[src/rtl/reg128_seq_pkg.sv]
// reg128_seq_pkg: FSM states, word count and 128-bit word mapping for reg128_seq
package reg128_seq_pkg;

   typedef enum logic [1:0] {IDLE, ADDR, WAIT, DONE} state_e;

   localparam int NWORDS = 4;

   // word k occupies bits [127-32k : 96-32k], so its lsb is (3-k)*32
   function automatic logic [6:0] word_lsb(input logic [1:0] k);
      return {~k, 5'b0};
   endfunction

   function automatic logic [31:0] word_slice(input logic [127:0] v, input logic [1:0] k);
      return v[word_lsb(k) +: 32];
   endfunction

endpackage

[src/rtl/reg128_seq_arb.sv]
// reg128_seq_arb: 2-way round-robin arbiter
//   req_i     : request per requester
//   load_i    : commit the current grant (updates rr_last)
//   gnt_o     : one-hot candidate grant; on a tie the requester != rr_last wins
//   rr_last_o : index of the most recently granted requester (resets to 1)
module reg128_seq_arb (
   input  logic       clk_i,
   input  logic       rst_n_i,
   input  logic [1:0] req_i,
   input  logic       load_i,
   output logic [1:0] gnt_o,
   output logic       rr_last_o
);

   logic rr_last_q, rr_last_d;

   always_comb begin
      gnt_o     = (&req_i) ? (rr_last_q ? 2'b01 : 2'b10) : req_i;
      rr_last_d = (load_i && |gnt_o) ? gnt_o[1] : rr_last_q;
   end

   always_ff @(posedge clk_i or negedge rst_n_i)
      if (!rst_n_i) rr_last_q <= 1'b1;
      else          rr_last_q <= rr_last_d;

   assign rr_last_o = rr_last_q;

endmodule

[src/rtl/reg128_seq.sv]
// reg128_seq: Wishbone pipelined master doing atomic 128-bit accesses as four 32-bit words
//   req_i/we_i/wdata_i : two local requesters (requester n uses wdata_i[128n+127:128n])
//   gnt_o/done_o/err_o : grant while on the bus, one-cycle completion pulse, failure flag
//   rdata_o            : last successfully read 128-bit value
//   wb_*               : Wishbone master port, word address on wb_adr_o, MS word first
//   Optional macro REG128_SEQ_TIMEOUT_EN: per-word ack timeout of TIMEOUT_CYCLES cycles.
module reg128_seq
   import reg128_seq_pkg::*;
#(
   parameter int TIMEOUT_CYCLES = 255
) (
   input  logic         clk_i,
   input  logic         rst_n_i,
   input  logic [1:0]   req_i,
   input  logic [1:0]   we_i,
   input  logic [255:0] wdata_i,
   output logic [1:0]   gnt_o,
   output logic [1:0]   done_o,
   output logic         err_o,
   output logic [127:0] rdata_o,
   output logic         wb_cyc_o,
   output logic         wb_stb_o,
   output logic [1:0]   wb_adr_o,
   output logic [3:0]   wb_sel_o,
   output logic         wb_we_o,
   output logic [31:0]  wb_dat_o,
   input  logic [31:0]  wb_dat_i,
   input  logic         wb_ack_i,
   input  logic         wb_err_i,
   input  logic         wb_stall_i
);

   state_e       state_q, state_d;
   logic [1:0]   word_q, word_d;
   logic         we_q, we_d, err_q, err_d;
   logic [127:0] wr_q, wr_d, rd_q, rd_d, rdata_q, rdata_d;
   logic [1:0]   arb_gnt, cur;
   logic         rr_last, load, tmo;

   reg128_seq_arb u_arb (
      .clk_i     (clk_i),
      .rst_n_i   (rst_n_i),
      .req_i     (req_i),
      .load_i    (load),
      .gnt_o     (arb_gnt),
      .rr_last_o (rr_last)
   );

   // rr_last holds the served requester from grant until the next grant
   assign cur = {rr_last, ~rr_last};

   always_comb begin
      state_d = state_q;
      word_d  = word_q;
      we_d    = we_q;
      err_d   = err_q;
      wr_d    = wr_q;
      rd_d    = rd_q;
      rdata_d = rdata_q;
      load    = 1'b0;
      case (state_q)
         IDLE: if (|arb_gnt) begin
            load    = 1'b1;
            we_d    = arb_gnt[1] ? we_i[1] : we_i[0];
            wr_d    = arb_gnt[1] ? wdata_i[255:128] : wdata_i[127:0];
            word_d  = 2'd0;
            err_d   = 1'b0;
            state_d = ADDR;
         end
         ADDR: begin
            if (tmo) begin
               err_d   = 1'b1;
               state_d = DONE;
            end else if (!wb_stall_i) state_d = WAIT;
         end
         WAIT: begin
            if (wb_err_i || tmo) begin
               err_d   = 1'b1;
               state_d = DONE;
            end else if (wb_ack_i) begin
               if (!we_q) rd_d[word_lsb(word_q) +: 32] = wb_dat_i;
               word_d  = word_q + 2'd1;
               state_d = (word_q == 2'(NWORDS - 1)) ? DONE : ADDR;
            end
         end
         default: begin
            if (!err_q && !we_q) rdata_d = rd_q;
            state_d = IDLE;
         end
      endcase
   end

`ifdef REG128_SEQ_TIMEOUT_EN
   localparam int CW_RAW = $clog2(TIMEOUT_CYCLES + 1);
   localparam int CW     = CW_RAW < 8 ? 8 : (CW_RAW > 16 ? 16 : CW_RAW);

   logic [CW-1:0] cnt_q, cnt_d;

   // counts ADDR+WAIT cycles of the current word; restarts when the next word is issued
   always_comb cnt_d = (wb_cyc_o && !(state_q == WAIT && state_d == ADDR)) ? cnt_q + 1'b1 : '0;

   always_ff @(posedge clk_i or negedge rst_n_i)
      if (!rst_n_i) cnt_q <= '0;
      else          cnt_q <= cnt_d;

   assign tmo = wb_cyc_o && (cnt_q == CW'(TIMEOUT_CYCLES - 1));
`else
   // no timeout: wait for ack or err indefinitely (parameter only matters with the macro)
   assign tmo = (TIMEOUT_CYCLES < 0);
`endif

   always_ff @(posedge clk_i or negedge rst_n_i)
      if (!rst_n_i) begin
         state_q <= IDLE;
         word_q  <= '0;
         we_q    <= 1'b0;
         err_q   <= 1'b0;
         wr_q    <= '0;
         rd_q    <= '0;
         rdata_q <= '0;
      end else begin
         state_q <= state_d;
         word_q  <= word_d;
         we_q    <= we_d;
         err_q   <= err_d;
         wr_q    <= wr_d;
         rd_q    <= rd_d;
         rdata_q <= rdata_d;
      end

   assign wb_cyc_o = (state_q == ADDR) || (state_q == WAIT);
   assign wb_stb_o = (state_q == ADDR);
   assign wb_adr_o = wb_cyc_o ? word_q : 2'd0;
   assign wb_sel_o = {4{wb_cyc_o}};
   assign wb_we_o  = wb_cyc_o && we_q;
   assign wb_dat_o = wb_we_o ? word_slice(wr_q, word_q) : 32'd0;
   assign gnt_o    = wb_cyc_o ? cur : 2'b00;
   assign done_o   = (state_q == DONE) ? cur : 2'b00;
   assign err_o    = (state_q == DONE) && err_q;
   // a successful read is visible in its DONE cycle
   assign rdata_o  = rdata_d;

endmodule

[config.mk]
export PLATFORM = sky130hd
export DESIGN_NAME = reg128_seq
export DESIGN_NICKNAME = d
export VERILOG_FILES = /design/src/rtl/reg128_seq_pkg.sv /design/src/rtl/reg128_seq_arb.sv /design/src/rtl/reg128_seq.sv
export SDC_FILE = /design/constraint.sdc
export NUM_CORES = 1
export LEC_CHECK = 0
export BUFFER_PORTS_ARGS = -buffer_cell sky130_fd_sc_hd__buf_2
export CORE_MARGIN = 2
export CORE_UTILIZATION = 50
export DETAILED_ROUTE_END_ITERATION = 7
export PLACE_DENSITY = 0.86
export SLEW_MARGIN = 20
export SYNTH_ARGS = -nofsm -noshare
export SYNTH_HDL_FRONTEND = slang
export SYNTH_SLANG_ARGS = --single-unit
[constraint.sdc]
create_clock -name clk_i -period 5.4 [get_ports clk_i]
set_clock_uncertainty 0.1 [all_clocks]
set_input_delay 0.27 -clock clk_i [delete_from_list [all_inputs] [get_ports clk_i]]
set_output_delay 0.27 -clock clk_i [all_outputs]
set_load 0.03 [all_outputs]
======== Yosys cells after proc, flatten, opt, wreduce, memory -nomap -nowiden ========
Index checks and enable logic that the tools add are counted.
Widths: inputs -> output; s select.
storage, ports and cells
  register bits after elaboration ......... 391
  input bits .............................. 297
  output and inout port bits .............. 174
  logic and storage cells ................. 70
cells by class
  $add $sub $neg .......................... 2
  equal/unequal tests ..................... 10
  shift operators ......................... 3
  mux-type cells .......................... 26
  bitwise operators ....................... 4
  reductions and logical operators ........ 17
operators with widths
  kind                      number
  $mux 128                  3
  $bwmux 128                1
  $shift 32x9->128 const A  1
  $shiftx 128x8->32         1
  $shiftx 32x9->128         1
  $mux 32                   1
  $mux 2                    13
  $ne 2x2->1 const B        5
  $neg 7->9                 1
  $reduce_and 4->1          2
  $eq 2x2->1 const B        3
  $pmux 2 s3                1
  $reduce_and 3->1          2
  $mux 1                    5
  $logic_and 1x1->1         4
  $pmux 2 s2                1
  $reduce_and 2->1          2
  $ne 3x3->1 const B        1
  $not 1->1                 3
  $reduce_or 3->1           1
  $add 2x1->2 const B       1
  $eq 2x1->1 const B        1
  $logic_not 1->1           2
  $logic_not 2->1           1
  5 further kinds           5

======== Depth between registers and ports, before layout ========
  depth in word-level cells ............... 6
  mapped depth ............................ 9
  depth with buffers taken out ............ 5

======== Cells and area by module ========
From an unflattened synthesis, not the netlist that was laid out.
unflattened totals
  cells, all modules ...................... 1542
  area total of the unflattened synthesis .. 17616.9 µm²
by module, submodules not included
  module          times used  cells each  area each (µm²)
  reg128_seq      1           1536        17560.6
  reg128_seq_arb  1           6           56.3

======== Worst setup path before layout ========
OpenSTA, ideal clock, no wires.
  kind .................................... flip-flop to flip-flop
  start point ............................. reg word_q[1]
  end point ............................... reg rd_q[6]
  setup time .............................. 0.119 ns
  data arrival time ....................... 2.134 ns
  setup slack ............................. 3.047 ns
  stages on the path, launching flop included .. 10
  period minus slack after synthesis ...... 2.353 ns
  path through ............................ dfrtp_1 > buf_2 > clkbuf_1 > inv_1 > ha_1 > and4b_1 > buf_2 > buf_4 > nand4_1 > a21bo_2
on the way
  longest elaborated chain between the ends .. 4
  elaborated cells between the ends (all ways) .. 5
  classes of those cells .................. add/sub: 1; shift: 2; mux: 1; bitwise: 1
ends and longest elaborated chain
  element                                                       RTL line              text
  start: declaration                                            reg128_seq.sv:34      logic [1:0] word_q, word_d;
  start signal: assignment                                      reg128_seq.sv:123     word_q <= word_d;
  $not 2->2 (*)                                                 reg128_seq_pkg.sv:10  return {~k, 5'b0};
  $neg 7->9 (*)                                                 reg128_seq.sv:81      if (!we_q) rd_d[word_lsb(word_q) +: 32] = wb_dat_i;
  $shiftx 32x9->128 / $shift 32x9->128 (equally long branches)  reg128_seq.sv:81
  $bwmux 128 (*)                                                reg128_seq.sv:81
  end signal: assignment                                        reg128_seq.sv:127     rd_q <= rd_d;
  end: declaration                                              reg128_seq.sv:36      logic [127:0] wr_q, wr_d, rd_q, rd_d, rdata_q, rdata_d;
Mark *: on every way between the ends. The rest lies on a longest branch, timed or not.
A chain may end at the register's enable or synchronous reset.

======== Final worst setup path ========
  start point ............................. reg u_arb.rr_last_q (netlist: u_arb.rr_last_o)
  end point ............................... reg wr_q[114]
on the way
  longest elaborated chain between the ends .. 4
  elaborated cells between the ends (all ways) .. 5
  classes of those cells .................. mux: 3; reduce/logical: 2
ends and longest elaborated chain
  element                     RTL line              text
  start: declaration          reg128_seq_arb.sv:15  logic rr_last_q, rr_last_d;
  start signal: assignment    reg128_seq_arb.sv:24  else rr_last_q <= rr_last_d;
  $mux 2 (*) (2 in a row)     reg128_seq_arb.sv:18  gnt_o = (&req_i) ? (rr_last_q ? 2'b01 : 2'b10) : req_i;
  $reduce_or 2->1             reg128_seq.sv:62      IDLE: if (|arb_gnt) begin
  $reduce_and 2->1 (no line)  --
  end signal: assignment      reg128_seq.sv:126     wr_q <= wr_d;
  end: declaration            reg128_seq.sv:36
Marks and branches as above.

==> results.md <==
- Status: complete, no violations
- Critical path class: flip-flop to flip-flop
- Fmax: about 0.30 GHz
- Crit. End Element: flip-flop
- Hold_buf cts: 281
- Fin cells: ~2800
- Delay of the slowest critical-path stage: approximately 0.79 ns
- Sequential cell area fraction in the yosys report: a little over half
- GRT Total Usage: roughly a third
- Site row count: 69
- Syn avg cell area: ~11 um2
- Hold wc startpoint: wb_dat_i[6]
- DIE AREA: between 30000 and 40000 um2
- Final period util: 62.5%
- Worst reg2reg setup slack: 2.03 ns
- Largest net degree at the start of global routing: around 130
- Post-CTS resize count: 0
- Max Transition Viols Final: 0
- CTS max path bufs: 3
- Sink Count: between 300 and 400
- Pleak: 12.8 nW
- Postcts setup bufs: 0
- 1st-iter DRT viols: around 1800
- Gpl congestion: between 0.9 and 1
- Worst-Margin Slew: roughly 1.0 ns
- Final core occ: ~70%
- Global route overflow: 0
- Pre-Repair DR Iteration Count: 7
- Netlist Area Pre-Place: approximately 18000 um2
- Vias per inst: between 6 and 7
- CTS Buf Count: 43
- H-tree depth: 2
- Final WL: between 60000 and 70000 um
- Initial antenna violation count: 26
- DRC violations left: 0
- Max_cap viols: 0
- Die W: about 190 um
- Post-synthesis cell type count: 44
- Crit path DAT: around 3.8 ns
- Crit-path leading delay family: buffers and inverters
- Core area: 35400 um2
- Worst path bufs/invs: 2
- Clock slew at reported path FFs: 0.07 ns
- Post-Syn Instances: ~1600
- CP Launch Type: flip-flop
- DP Worst Slack: roughly 1.8 ns
- Routed wire per std cell: about 24 um
- Worst rel slew slack: between 30% and 40%
- Crit-path cells: a21bo_4 > buf_4 > nand2_1 > a21oi_1 > dlygate4sd3_1
- Mapped Nets: ~1900
- Placed Cells: roughly 2400
- Worst reg2reg endpoint: wr_q[114]$_DFFE_PN0P_
- Nets: between 2000 and 3000
- PD cells: around 510 nW/um2
- Synth warn: 0
- Fin. Hold Viols: 0
- Worst Hold End: rd_q[38]$_DFFE_PN0P_
- Number of port buffers: between 400 and 500
- Final WS setup: 2.03 ns
- Vias in the first global route: around 17000
- First-pass GRT wire length: between 90000 and 100000 um
- I/O pins: ~470
- FF-to-FF path depth: 5
- ANT nets after route: 0
- Fraction of layout instances using a drive strength above 1: 33.5%
- CP Data Required Time: roughly 5.8 ns
- Worst min path class: input pin to flip-flop
- Die height: ~190 um
- Clock Latency Late Sink: a little under 0.6 ns
- Hold path depth: 3
- Post-detail-place hpwl: around 37000 um
- RSZ-0062 raised after global routing: no
- Worst path slowest cell: a21bo_4
- Synth-to-layout area growth: 37.5%
- VDD IR-drop max: roughly 0.00041 V
- Setup-failing EPs final: 0
- Crit Path Max Fanout: 80
- Tot Pwr: roughly 12 mW
- Root Buffer: clkbuf_16
- Seq cells post-synth: a little under 400
- CTS tree: yes
- Min cycle time layout: 3.37 ns
- Initial core utilization: ~50%
- Worst reg2reg startpoint: u_arb.rr_last_o$_DFFE_PN1P_
- Total number of vias: 16921
- Setup TNS: 0 ns
[kinds of logic after synthesis]
kind of cell    after synthesis  share of synthesized area, %
mux                         163                          12.3
flops                       391                          54.8
buf+inv                     148                          4.97
fa+ha+maj                     9                         0.631
compound gates              398                          14.9
simple gates                451                          12.4
[metrics by stage]
| step | cell area [um2] | hold WS (ns) |
|---|---|---|
| floorplan | 17900 | -0.126 |
| global placement | 20200 | 0.291 |
| detailed placement | 20200 | 0.293 |
| CTS | 24500 | 0.000750 |
| global route | 24500 | 0.0221 |
| finish | 24500 | 0.0211 |
[final cells by class]
| cell class | count | area (um2) |
|---|---|---|
| Timing Repair Buffer | 774 | 5420 |
| Multi-Input combinational cell | 1021 | 7240 |
| Sequential cell | 391 | 9790 |
| Fill cell | 2252 | 10900 |
| Tap cell | 461 | 577 |
| Clock buffer | 58 | 1200 |
| Inverter | 6 | 22.5 |
| Clock inverter | 21 | 235 |
| Antenna cell | 22 | 55.1 |
[synthesized netlist by cell type]
cell	instances	area (um2)
a211oi_2	1	12.5
a21bo_1	105	1050
a21bo_2	20	200
a21boi_2	1	11.3
a21o_1	4	30.0
a21oi_1	259	1300
a221oi_1	1	8.76
a31oi_1	1	6.26
and2_1	5	31.3
and4_1	4	35.0
and4b_1	1	10.0
and4bb_1	1	12.5
buf_1	6	22.5
buf_2	79	395
buf_4	21	158
buf_6	19	214
buf_8	1	15.0
clkbuf_1	16	60.1
dfrtp_1	390	9760
dfstp_2	1	26.3
ha_1	9	113
inv_1	6	22.5
mux2_2	130	1460
mux2i_1	1	10.0
mux4_2	32	721
nand2_1	137	514
nand2b_1	1	6.26
nand3_1	2	10.0
nand3b_1	1	7.51
nand4_1	124	776
nor2_1	132	495
nor2b_1	34	213
nor3_1	1	5.00
nor3b_1	3	22.5
nor3b_2	1	12.5
nor4_4	1	21.3
nor4b_4	1	23.8
nor4bb_1	1	10.0
o211ai_1	1	7.51
o21a_1	1	7.51
o21ai_0	2	10.0
o21ai_1	1	5.00
o2bb2ai_1	1	8.76
or4b_1	1	10.0
[where the power goes]
group          internal (mW)  switching [mW]
logic                   2.28            2.87
registers               3.66           0.593
clock network           1.73            1.31
total                   7.66            4.78
[routing by layer]
layer / GRT usage, % / share of wire, % / vias up
met5: 0 / 0.11 / -
met4: 25.3 / 8.7 / 12
met3: 9.88 / 11 / 455
met2: 56.1 / 46 / 1324
met1: 39.9 / 34 / 8230
li1: - / - / 6900
[state kept, by name, indices dropped and copies added, names as in the netlist]
register / count
rdata_q: 128
err_q: 1
wr_q: 128
we_q: 1
u_arb.rr_last_o: 1
state_q: 2
rd_q: 128
word_q: 2
[layout by cell type, fill, tap and decap left out, types with 18 or more instances in the layout]
| master | instances |
|---|---|
| a21bo_2 | 19 |
| buf_2 | 469 |
| dlygate4sd3_1 | 281 |
| nor2_1 | 132 |
| nor2b_1 | 34 |
| diode_2 | 22 |
| nand4_1 | 124 |
| mux4_2 | 32 |
| buf_4 | 18 |
| dfrtp_1 | 388 |
| clkbuf_16 | 43 |
| a21bo_1 | 105 |
| nand2_1 | 136 |
| a21oi_1 | 259 |
| mux2_2 | 130 |
[worst min-delay path: stages]
cell and delay [ns]:
buf_2 0.15, and4_1 0.18, a21o_1 0.08
[worst max path at each step]
stage,from,to,slack [ns],cells past startpoint
floorplan,word_q[1]$_DFFE_PN0P_,rd_q[6]$_DFFE_PN0P_,3.05,9
global placement,word_q[0]$_DFFE_PN0P_,rd_q[6]$_DFFE_PN0P_,1.90,3
detailed placement,word_q[0]$_DFFE_PN0P_,rd_q[6]$_DFFE_PN0P_,1.78,3
CTS,word_q[0]$_DFFE_PN0P_,rd_q[0]$_DFFE_PN0P_,1.75,3
global route,word_q[0]$_DFFE_PN0P_,rd_q[6]$_DFFE_PN0P_,1.99,3
finish,u_arb.rr_last_o$_DFFE_PN1P_,wr_q[114]$_DFFE_PN0P_,2.03,5
No activity file was read; power rests on OpenSTA's default activity.
